### config.mk
export PLATFORM = sky130hd
export DESIGN_NAME = add_sub_sequencer_flat
export DESIGN_NICKNAME = d
export VERILOG_FILES = /design/src/rtl/add_sub_sequencer_if.sv /design/src/rtl/add_sub_sequencer.sv /design/src/flat_wrapper.sv
export SDC_FILE = /design/constraint.sdc
export NUM_CORES = 1
export LEC_CHECK = 0
export ABC_AREA = 0
export ABC_CLOCK_PERIOD_IN_PS = 1790
export CORE_ASPECT_RATIO = 0.9
export CORE_MARGIN = 2
export CORE_UTILIZATION = 40
export CTS_BUF_LIST = sky130_fd_sc_hd__clkbuf_4 sky130_fd_sc_hd__clkbuf_8 sky130_fd_sc_hd__clkbuf_16
export DETAILED_ROUTE_END_ITERATION = 10
export GPL_ROUTABILITY_DRIVEN = 0
export PLACE_DENSITY = 0.72
export SYNTH_ARGS = -nofsm -noshare
export SYNTH_HDL_FRONTEND = slang
export SYNTH_SLANG_ARGS = --single-unit
export TNS_END_PERCENT = 100
### constraint.sdc
create_clock -name clk -period 1.79 [get_ports clk]
set_input_delay 0.537 -clock clk [delete_from_list [all_inputs] [get_ports clk]]
set_output_delay 0.537 -clock clk [all_outputs]
set_load 0.01 [all_outputs]
### src/rtl/add_sub_sequencer_if.sv
// ============================================================================
//  Module   : add_sub_sequencer_if
//  Purpose  : Bundles the operator inputs, the datapath return path and the
//             sequencer outputs of the add/sub lab-board front end.
//  Modports : master - the sequencer (consumes clicks/datapath, drives operands)
//             slave  - the environment (board inputs plus the add/sub datapath)
//  Signals  : rot_event, rot_dir, slide[3:0], dp_sum[WIDTH-1:0], dp_carry,
//             a_out, b_out, opcode_out, result, result_flag, result_valid,
//             state_out[2:0]
//  Revision : 1.0 - initial release
// ============================================================================
`default_nettype none

interface add_sub_sequencer_if #(
   parameter int WIDTH = 7
);
   logic             rot_event;
   logic             rot_dir;
   logic [3:0]       slide;
   logic [WIDTH-1:0] dp_sum;
   logic             dp_carry;
   logic [WIDTH-1:0] a_out;
   logic [WIDTH-1:0] b_out;
   logic             opcode_out;
   logic [WIDTH-1:0] result;
   logic             result_flag;
   logic             result_valid;
   logic [2:0]       state_out;

   modport master (
      input  rot_event, rot_dir, slide, dp_sum, dp_carry,
      output a_out, b_out, opcode_out, result, result_flag, result_valid, state_out
   );

   modport slave (
      output rot_event, rot_dir, slide, dp_sum, dp_carry,
      input  a_out, b_out, opcode_out, result, result_flag, result_valid, state_out
   );
endinterface

`default_nettype wire

### src/rtl/add_sub_sequencer.sv
// ============================================================================
//  Module   : add_sub_sequencer
//  Purpose  : Front-end controller for the combinational add/sub datapath.
//             Walks operand entry (A low/high, B low/high, opcode) on rotary
//             clicks, drives registered operands to the datapath, allows one
//             settle cycle, then latches the datapath result and flag.
//  Ports    : clk  - system clock, all state updates on rising edge
//             rst  - asynchronous, active-high reset
//             bus  - add_sub_sequencer_if.master (inputs: rot_event, rot_dir,
//                    slide, dp_sum, dp_carry; outputs: a_out, b_out,
//                    opcode_out, result, result_flag, result_valid, state_out)
//  Notes    : WIDTH must lie in 5..8 so the high field fits in one slide value.
//  Revision : 1.0 - initial release
// ============================================================================
`default_nettype none

module add_sub_sequencer #(
   parameter int               WIDTH   = 7,
   parameter logic [WIDTH-1:0] A_RESET = 7'h7F,
   parameter logic [WIDTH-1:0] B_RESET = 7'h00
) (
   input  wire logic            clk,
   input  wire logic            rst,
   add_sub_sequencer_if.master  bus
);

   localparam int c_HI_W = WIDTH - 4;

   typedef enum logic [2:0] {
      S_A_LO = 3'd0,
      S_A_HI = 3'd1,
      S_B_LO = 3'd2,
      S_B_HI = 3'd3,
      S_OP   = 3'd4,
      S_EXEC = 3'd5,
      S_DONE = 3'd6
   } state_t;

   state_t           r_state;
   logic             r_prev_rot;
   logic [WIDTH-1:0] r_a;
   logic [WIDTH-1:0] r_b;
   logic             r_opcode;
   logic [WIDTH-1:0] r_result;
   logic             r_flag;
   logic             r_valid;
   logic             w_click;

   // A level held high for many cycles produces a single click on its rise.
   assign w_click = bus.rot_event & ~r_prev_rot;

   always_ff @(posedge clk or posedge rst) begin
      if (rst) begin
         r_state    <= S_A_LO;
         r_prev_rot <= 1'b0;
         r_a        <= A_RESET;
         r_b        <= B_RESET;
         r_opcode   <= 1'b0;
         r_result   <= '0;
         r_flag     <= 1'b0;
         r_valid    <= 1'b0;
      end else begin
         // Edge register tracks the input every cycle, EXEC included, so a
         // click swallowed during EXEC is not replayed afterwards.
         r_prev_rot <= bus.rot_event;

         case (r_state)
            S_EXEC: begin
               // Operands have been stable for a full cycle; capture the
               // datapath output verbatim.
               r_result <= bus.dp_sum;
               r_flag   <= bus.dp_carry;
               r_valid  <= 1'b1;
               r_state  <= S_DONE;
            end

            S_A_LO, S_A_HI, S_B_LO, S_B_HI, S_OP, S_DONE: begin
               if (w_click) begin
                  if (bus.rot_dir) begin
                     // Restart keeps the operands so partial entry can be redone.
                     r_state <= S_A_LO;
                     r_valid <= 1'b0;
                  end else begin
                     case (r_state)
                        S_A_LO: begin
                           r_a[3:0] <= bus.slide;
                           r_state  <= S_A_HI;
                        end
                        S_A_HI: begin
                           r_a[WIDTH-1:4] <= bus.slide[c_HI_W-1:0];
                           r_state        <= S_B_LO;
                        end
                        S_B_LO: begin
                           r_b[3:0] <= bus.slide;
                           r_state  <= S_B_HI;
                        end
                        S_B_HI: begin
                           r_b[WIDTH-1:4] <= bus.slide[c_HI_W-1:0];
                           r_state        <= S_OP;
                        end
                        S_OP: begin
                           r_opcode <= bus.slide[0];
                           r_valid  <= 1'b0;
                           r_state  <= S_EXEC;
                        end
                        S_DONE: begin
                           r_valid <= 1'b0;
                           r_state <= S_A_LO;
                        end
                        default: r_state <= S_A_LO;
                     endcase
                  end
               end
            end

            // Encoding 7 is unused; fall back to the start of entry.
            default: r_state <= S_A_LO;
         endcase
      end
   end

   assign bus.a_out        = r_a;
   assign bus.b_out        = r_b;
   assign bus.opcode_out   = r_opcode;
   assign bus.result       = r_result;
   assign bus.result_flag  = r_flag;
   assign bus.result_valid = r_valid;
   assign bus.state_out    = r_state;

endmodule

`default_nettype wire

### src/flat_wrapper.sv
// flat-port wrapper written by rule: the top's interface ports become plain ports
module add_sub_sequencer_flat 
#(
   parameter int               WIDTH   = 7,
   parameter logic [WIDTH-1:0] A_RESET = 7'h7F,
   parameter logic [WIDTH-1:0] B_RESET = 7'h00
)
  (clk, rst, bus_rot_event, bus_rot_dir, bus_slide, bus_dp_sum, bus_dp_carry, bus_a_out, bus_b_out, bus_opcode_out, bus_result, bus_result_flag, bus_result_valid, bus_state_out);
  add_sub_sequencer_if #(.WIDTH(WIDTH)) bus_i ();
  input  wire logic clk;
  input  wire logic rst;
  input wire logic [$bits(bus_i.rot_event)-1:0] bus_rot_event;
  input wire logic [$bits(bus_i.rot_dir)-1:0] bus_rot_dir;
  input wire logic [$bits(bus_i.slide)-1:0] bus_slide;
  input wire logic [$bits(bus_i.dp_sum)-1:0] bus_dp_sum;
  input wire logic [$bits(bus_i.dp_carry)-1:0] bus_dp_carry;
  output wire logic [$bits(bus_i.a_out)-1:0] bus_a_out;
  output wire logic [$bits(bus_i.b_out)-1:0] bus_b_out;
  output wire logic [$bits(bus_i.opcode_out)-1:0] bus_opcode_out;
  output wire logic [$bits(bus_i.result)-1:0] bus_result;
  output wire logic [$bits(bus_i.result_flag)-1:0] bus_result_flag;
  output wire logic [$bits(bus_i.result_valid)-1:0] bus_result_valid;
  output wire logic [$bits(bus_i.state_out)-1:0] bus_state_out;
  assign bus_i.rot_event = bus_rot_event;
  assign bus_i.rot_dir = bus_rot_dir;
  assign bus_i.slide = bus_slide;
  assign bus_i.dp_sum = bus_dp_sum;
  assign bus_i.dp_carry = bus_dp_carry;
  assign bus_a_out = bus_i.a_out;
  assign bus_b_out = bus_i.b_out;
  assign bus_opcode_out = bus_i.opcode_out;
  assign bus_result = bus_i.result;
  assign bus_result_flag = bus_i.result_flag;
  assign bus_result_valid = bus_i.result_valid;
  assign bus_state_out = bus_i.state_out;
  add_sub_sequencer #(.WIDTH(WIDTH), .A_RESET(A_RESET), .B_RESET(B_RESET)) u_core (.clk(clk), .rst(rst), .bus(bus_i));
endmodule
==> insert_results.sql, run 1 <==
INSERT INTO impl_metrics (metric_group, metric, value, unit) VALUES
('clocking', 'number_of_buffers_created_by_cts', '3', ''),
('global_routing', 'grt_usage', '15.9', '%'),
('timing', 'final-hold-violation-count', '0', ''),
('synthesis', 'yosysWarnings', '0', ''),
('worst_setup_path', 'timing_worst_setup_path_type', 'input pin to flip-flop', ''),
('clocking', 'clkSlewWorstSetupHoldPaths', '0.14', 'ns'),
('global_routing', 'number_of_antenna_violations_at_the_first_check_in_global_routing', '0', ''),
('worst_setup_path', 'worst_setup_path_end_kind', 'flip-flop', ''),
('global_routing', 'gr-total-overflow', '0', ''),
('finish', 'finalNonFillerCells', '172', ''),
('timing', 'finalWorstPathRequiredPeriod', '1.74', 'ns'),
('detailed_routing', 'wl', '2410', 'um'),
('finish', 'design.final.nets', '149', ''),
('floorplanning', 'dieArea', '0.00333', 'mm2'),
('worst_setup_path', 'worstPathMaxFanout', '4', ''),
('place', 'port_buffers', '42', ''),
('pwr', 'ir_worst_vdd', '0.000803', 'V'),
('clocking', 'clock_tree.root_cell', 'sky130_fd_sc_hd__clkbuf_4', ''),
('finish', 'syn2layout_area_growth', '52.1', '%'),
('pwr', 'power', '2.29', 'mW'),
('global_routing', 'wire_length_of_the_first_global_routing_pass', '3840', 'um'),
('flow_run', 'drv_cap', '0', ''),
('pwr', 'power_density', '1310', 'mW/mm2'),
('detailed_routing', 'vias_per_cell', '4.73', ''),
('timing', 'report.final.setup_viol', '0', ''),
('timing', 'worst_pin_slew', '0.348', 'ns'),
('floorplanning', 'design.portCount', '43', ''),
('floorplanning', 'core-area', '0.00275', 'mm2'),
('timing', 'rsz0062_at_grt', 'false', ''),
('worst_setup_path', 'cpLargestDelayFamily', 'simple AND/OR/NAND/NOR gates', ''),
('timing', 'timing.clock.skew', '0.0140', 'ns'),
('floorplanning', 'floorplan.die.width', '60.6', 'um'),
('worst_setup_path', 'crit_buf_inv', '1', ''),
('clocking', 'tritoncts', 'yes', ''),
('floorplanning', 'floorplan.rows', '18', ''),
('detailed_routing', 'via_count', '814', ''),
('place', 'detailed_place_hpwl', '1850', 'um'),
('pwr', 'total_leakage_power', '1.01', 'nW'),
('floorplanning', 'die_height', '54.9', 'um'),
('timing', 'fmaxAchievable', '576', 'MHz'),
('clocking', 'cts.path.max_buffers', '2', ''),
('synthesis', 'yosys_register_bits', '28', ''),
('clocking', 'htree_depth', '1', ''),
('global_routing', 'grt_start_max_net_pins', '16', ''),
('timing', 'max_transition_viols_final', '0', ''),
('detailed_routing', 'post-route-drc-count', '0', ''),
('place', 'numPlacedInstances', '162', ''),
('synthesis', 'postSynthCellCount', '76', ''),
('finish', 'num-fill-cells', '240', ''),
('clocking', 'clock_sink_total', '28', ''),
('worst_hold_path', 'class_of_the_tightest_hold_or_removal_check', 'input pin to async pin', ''),
('outcome', 'run_status', 'completed', ''),
('floorplanning', 'initial_core_util', '42.0', '%'),
('detailed_routing', 'drt-pass1-iter-count', '4', ''),
('worst_setup_path', 'critical_path_arrival', '1.96', 'ns'),
('synthesis', 'synth.net_count', '92', ''),
('timing', 'fin_crit_sh', '97.1', '%'),
('worst_setup_path', 'worst_path_required_time', '2.01', 'ns'),
('synthesis', 'seq_area_frac_synth', '61.5', '%'),
('finish', 'post_route_cells_drive_above_1_share', '40.2', '%'),
('global_routing', 'first_global_vias', '826', ''),
('clocking', 'cts_hold_buf', '0', ''),
('worst_setup_path', 'critical-path-slowest-cell', 'sky130_fd_sc_hd__clkdlybuf4s50_1', ''),
('worst_setup_path', 'cp-start-kind', 'input pin', ''),
('detailed_routing', 'detail_route.wl_per_cell', '14.0', 'um'),
('worst_setup_path', 'cp_cell_sequence', 'clkdlybuf4s50_1, nor4b_4, and3_2, mux2_2', ''),
('synthesis', 'synth.lib_cells_used.distinct', '22', ''),
('synthesis', 'syn_area', '0.00115', 'mm2'),
('detailed_routing', 'drtAntennaViolNets', '0', ''),
('finish', 'antenna-diode-count', '0', ''),
('synthesis', 'post_syn_area_per_cell', '15.2', 'um2'),
('timing', 'slew_headroom', '76.8', '%'),
('clocking', 'clock_insertion_delay_worst_skew', '0.32', 'ns'),
('detailed_routing', 'drtIter0Drc', '23', ''),
('worst_setup_path', 'worst_path_largest_cell_delay', '0.50', 'ns');
## cell usage in the layout (no fill, tap or decap), types with 2 or more instances in the layout
| master | instances |
|---|---|
| sky130_fd_sc_hd__nor2b_1 | 3 |
| sky130_fd_sc_hd__dlygate4sd2_1 | 11 |
| sky130_fd_sc_hd__dfstp_2 | 7 |
| sky130_fd_sc_hd__nand2_1 | 3 |
| sky130_fd_sc_hd__nor2_1 | 2 |
| sky130_fd_sc_hd__dfrtp_1 | 19 |
| sky130_fd_sc_hd__clkbuf_4 | 4 |
| sky130_fd_sc_hd__dlymetal6s2s_1 | 16 |
| sky130_fd_sc_hd__mux2_2 | 24 |
| sky130_fd_sc_hd__buf_4 | 12 |
| sky130_fd_sc_hd__clkdlybuf4s50_1 | 15 |
| sky130_fd_sc_hd__dfrtp_2 | 2 |
## report_power, final
group          switching (mW)  internal (mW)  leakage (nW)
Sequential              0.109          0.921         0.340
Clock                   0.167          0.102        0.0184
Combinational           0.397          0.597         0.649
Total                   0.674           1.62          1.01
## repair_timing
item,in CTS,in global routing
setup buffers,4,2
gates resized for setup,13,16
setup endpoints to repair,15,16
pin swaps,0,0
## layer usage
metal,vias to the layer above,global-route usage [%],wire (um),share of wire [%]
met1,415,19.3,980,41
li1,384,-,-,-
met5,-,0,0,0
met2,13,29.0,1340,56
met4,0,2.54,21,0.87
met3,2,4.42,67,2.8
## logic make-up (layout without fill, tap and decap cells)
| kind of cell | count (synthesis) | after routing | share of synthesized area (%) |
|---|---|---|---|
| compound gates | 7 | 7 | 4.88 |
| buf+inv | 3 | 59 | 1.95 |
| flops | 28 | 28 | 61.5 |
| mux | 24 | 24 | 23.4 |
| simple gates | 14 | 14 | 8.24 |
## layout make-up
cell class                      instances  area (um2)  area share, %
Sequential cell                        28         712           40.6
Timing Repair Buffer                   54         537           30.6
Multi-Input combinational cell         45         422           24.0
Tap cell                               40        50.0           2.85
Clock buffer                            4        30.0           1.71
Inverter                                1        3.75          0.214
## stage by stage
stage / util [%] / hold WS (ns) / setup slack, ns / TNS [ns] / area, um2
6_report: 63.8 / 0.445 / 0.0526 / 0 / 1750
5_1_grt: 63.8 / 0.450 / 0.0259 / 0 / 1750
4_1_cts: 61.8 / 0.445 / 0.00136 / 0 / 1700
3_5_place_dp: 60.1 / 0.496 / -0.275 / -3.96 / 1650
3_3_place_gp: 60.1 / 0.491 / -0.243 / -3.39 / 1650
2_1_floorplan: - / 0.544 / 0.237 / 0 / 1150
## synthesized netlist by cell type
cell	count	area, um2
sky130_fd_sc_hd__o21ai_0	1	5.00
sky130_fd_sc_hd__nor3b_1	1	7.51
sky130_fd_sc_hd__nand3_1	1	5.00
sky130_fd_sc_hd__dfstp_2	7	184
sky130_fd_sc_hd__nand2b_1	1	6.26
sky130_fd_sc_hd__mux2_2	24	270
sky130_fd_sc_hd__a21boi_0	1	7.51
sky130_fd_sc_hd__dfrtp_1	21	526
sky130_fd_sc_hd__nor2_1	2	7.51
sky130_fd_sc_hd__buf_4	1	7.51
sky130_fd_sc_hd__a32o_1	1	10.0
sky130_fd_sc_hd__inv_1	1	3.75
sky130_fd_sc_hd__nand2_1	3	11.3
sky130_fd_sc_hd__and2_2	1	7.51
sky130_fd_sc_hd__a211o_2	1	10.0
sky130_fd_sc_hd__buf_6	1	11.3
sky130_fd_sc_hd__a221o_1	1	10.0
sky130_fd_sc_hd__nor4b_4	1	23.8
sky130_fd_sc_hd__o22ai_1	1	6.26
sky130_fd_sc_hd__nor2b_1	3	18.8
sky130_fd_sc_hd__o21a_1	1	7.51
sky130_fd_sc_hd__and3_2	1	7.51
## flip-flops by register name, indices dropped and copies added (netlist names)
signal and count:
u_core.bus.a_out 7, u_core.bus.b_out 7, u_core.bus.result 7, u_core.bus.state_out 3, u_core.bus.opcode_out 1, u_core.bus.result_flag 1
u_core.bus.result_valid 1, u_core.r_prev_rot 1
## worst paths after layout
path,start,to,slack (ns),cells after the start
min in group clk,u_core.bus.result[4],u_core.bus.result[4],0.52,1
max reg2reg,u_core.bus.state_out[1],u_core.bus.result[2],0.13,5
min reg2reg,u_core.bus.result[4],u_core.bus.result[4],0.52,1
max,bus_rot_dir,u_core.bus.b_out[6],0.05,4
max in group asynchronous,rst,u_core.bus.a_out[2],0.78,3
min,rst,u_core.bus.result[5],0.45,2
(Power assumes the default switching activity.)
==> inputs of run 2 (changes only) <==
Settings changed: PLACE_DENSITY 0.72 to 0.73.
==> run 2 against run 1 <==
Against the previous run:
- sequential power barely moved
- clock skew fell by 0.0062 ns
- critical path depth did not move
==> insert_results.sql, run 2 (same netlist as run 1, synthesis figures left out) <==
INSERT INTO impl_metrics (metric_group, metric, value, unit) VALUES
('timing', 'report.final.setup_viol', '0', ''),
('timing', 'postLayoutSetupSlackWorst', '0.0365', 'ns'),
('timing', 'timing.clock.skew', '0.00787', 'ns'),
('pwr', 'power_density', '1320', 'mW/mm2'),
('clocking', 'clock_tree.root_cell', 'sky130_fd_sc_hd__clkbuf_4', ''),
('global_routing', 'number_of_antenna_violations_at_the_first_check_in_global_routing', '0', ''),
('pwr', 'power', '2.19', 'mW'),
('detailed_routing', 'via_count', '792', ''),
('timing', 'fin_crit_sh', '98.0', '%'),
('floorplanning', 'design.portCount', '43', ''),
('place', 'detailed_place.area', '0.00164', 'mm2'),
('detailed_routing', 'post-route-drc-count', '0', ''),
('place', 'post-place-ws', '-0.288', 'ns'),
('finish', 'finalCoreUtilization', '60.3', '%'),
('detailed_routing', 'wl', '2300', 'um'),
('timing', 'max_transition_viols_final', '0', ''),
('finish', 'syn2layout_area_growth', '43.7', '%'),
('global_routing', 'grt_usage', '15.9', '%'),
('global_routing', 'gr-total-overflow', '0', ''),
('worst_setup_path', 'worst-r2r-setup-slack', '0.18', 'ns'),
('clocking', 'htree_depth', '1', ''),
('pwr', 'ir_worst_vdd', '0.000610', 'V'),
('global_routing', 'first_global_vias', '777', ''),
('clocking', 'number_of_buffers_created_by_cts', '3', ''),
('worst_setup_path', 'worst_setup_path_end_kind', 'flip-flop', ''),
('timing', 'slew_headroom', '75.6', '%'),
('place', 'port_buffers', '42', ''),
('finish', 'finish.instance_area', '0.00166', 'mm2'),
('detailed_routing', 'drtIter0Drc', '32', ''),
('floorplanning', 'floorplan.rows', '18', ''),
('finish', 'post_route_cells_drive_above_1_share', '38.6', '%'),
('worst_setup_path', 'cp-start-kind', 'input pin', ''),
('floorplanning', 'initial_core_util', '42.0', '%'),
('flow_run', 'drv_cap', '0', ''),
('timing', 'final-hold-violation-count', '0', ''),
('worst_setup_path', 'worstPathMaxFanout', '4', ''),
('detailed_routing', 'vias_per_cell', '4.74', ''),
('floorplanning', 'die_height', '54.9', 'um'),
('clocking', 'clock_sink_total', '28', ''),
('finish', 'design.final.nets', '144', ''),
('worst_hold_path', 'class_of_the_tightest_hold_or_removal_check', 'flip-flop to flip-flop', ''),
('finish', 'finalNonFillerCells', '167', ''),
('pwr', 'total_leakage_power', '0.807', 'nW'),
('floorplanning', 'dieArea', '0.00333', 'mm2'),
('place', 'detailed_place_hpwl', '1710', 'um'),
('place', 'numPlacedInstances', '160', ''),
('clocking', 'cts.path.max_buffers', '2', ''),
('worst_setup_path', 'worst_path_required_time', '2.01', 'ns'),
('finish', 'antenna-diode-count', '0', ''),
('clocking', 'cts_hold_buf', '0', ''),
('global_routing', 'grt_start_max_net_pins', '29', ''),
('detailed_routing', 'drt-pass1-iter-count', '4', ''),
('finish', 'layout.cells.most_common', 'sky130_fd_sc_hd__dlygate4sd2_1', ''),
('clocking', 'tritoncts', 'yes', ''),
('outcome', 'run_status', 'completed', ''),
('clocking', 'clkSlewWorstSetupHoldPaths', '0.14', 'ns'),
('clocking', 'clock_insertion_delay_worst_skew', '0.32', 'ns'),
('worst_setup_path', 'timing_worst_setup_path_type', 'input pin to flip-flop', ''),
('floorplanning', 'core-area', '0.00275', 'mm2'),
('timing', 'fin_worst_hold_slack', '0.515', 'ns'),
('global_routing', 'wire_length_of_the_first_global_routing_pass', '3750', 'um'),
('worst_setup_path', 'critical_path_arrival', '1.97', 'ns'),
('finish', 'layout_common_cells', '27 x sky130_fd_sc_hd__dlygate4sd2_1, 24 x sky130_fd_sc_hd__mux2_2, 18 x sky130_fd_sc_hd__dfrtp_1', ''),
('timing', 'totalNegativeSetupSlack', '0', 'ns'),
('timing', 'fmaxAchievable', '570', 'MHz'),
('timing', 'worst_pin_slew', '0.365', 'ns'),
('detailed_routing', 'drtAntennaViolNets', '0', ''),
('floorplanning', 'floorplan.die.width', '60.6', 'um'),
('timing', 'rsz0062_at_grt', 'false', ''),
('detailed_routing', 'detail_route.wl_per_cell', '13.7', 'um'),
('timing', 'finalWorstPathRequiredPeriod', '1.75', 'ns');
-- run 2: path summary, 6_finish.rpt --
path,cells past startpoint,to,startpoint
hold reg to reg,1,u_core.bus.result[2],u_core.bus.result[2]
max in group asynchronous,3,u_core.bus.a_out[5],rst
hold / removal,1,u_core.bus.result[2],u_core.bus.result[2]
setup / recovery,4,u_core.bus.b_out[4],bus_rot_dir
setup reg to reg,4,u_core.bus.b_out[4],u_core.bus.state_out[2]
min in group asynchronous,3,u_core.bus.result[4],rst
-- run 2: critical path, stage by stage --
cell,delay [ns]
sky130_fd_sc_hd__clkdlybuf4s50_1,0.49
sky130_fd_sc_hd__nor4b_4,0.33
sky130_fd_sc_hd__and3_2,0.27
sky130_fd_sc_hd__mux2_2,0.34
-- run 2: metal layers --
layer / GRT usage [%] / share of wire (%) / vias up
li1: - / - / 378
met1: 21.7 / 46 / 393
met2: 24.6 / 49 / 17
met3: 2.09 / 2.5 / 4
met4: 8.70 / 1.8 / 0
met5: 0 / 0 / -
-- run 2: timing repair --
| item | 4_1_cts | 5_1_grt |
|---|---|---|
| endpoints found under the setup margin | 27 | 0 |
| buffers inserted | 3 | 0 |
| gates resized for setup | 30 | 0 |
-- run 2: final cells by class --
class	instances	area (um2)
Clock buffer	4	30.0
Tap cell	40	50.0
Inverter	1	3.75
Multi-Input combinational cell	45	422
Fill cell	253	1090
Timing Repair Buffer	49	439
Sequential cell	28	713
-- run 2: power by group --
part	internal (mW)	switching (mW)	leakage, nW
sequential	0.923	0.106	0.340
combinational	0.505	0.386	0.449
clock	0.102	0.172	0.0184
total	1.53	0.665	0.807
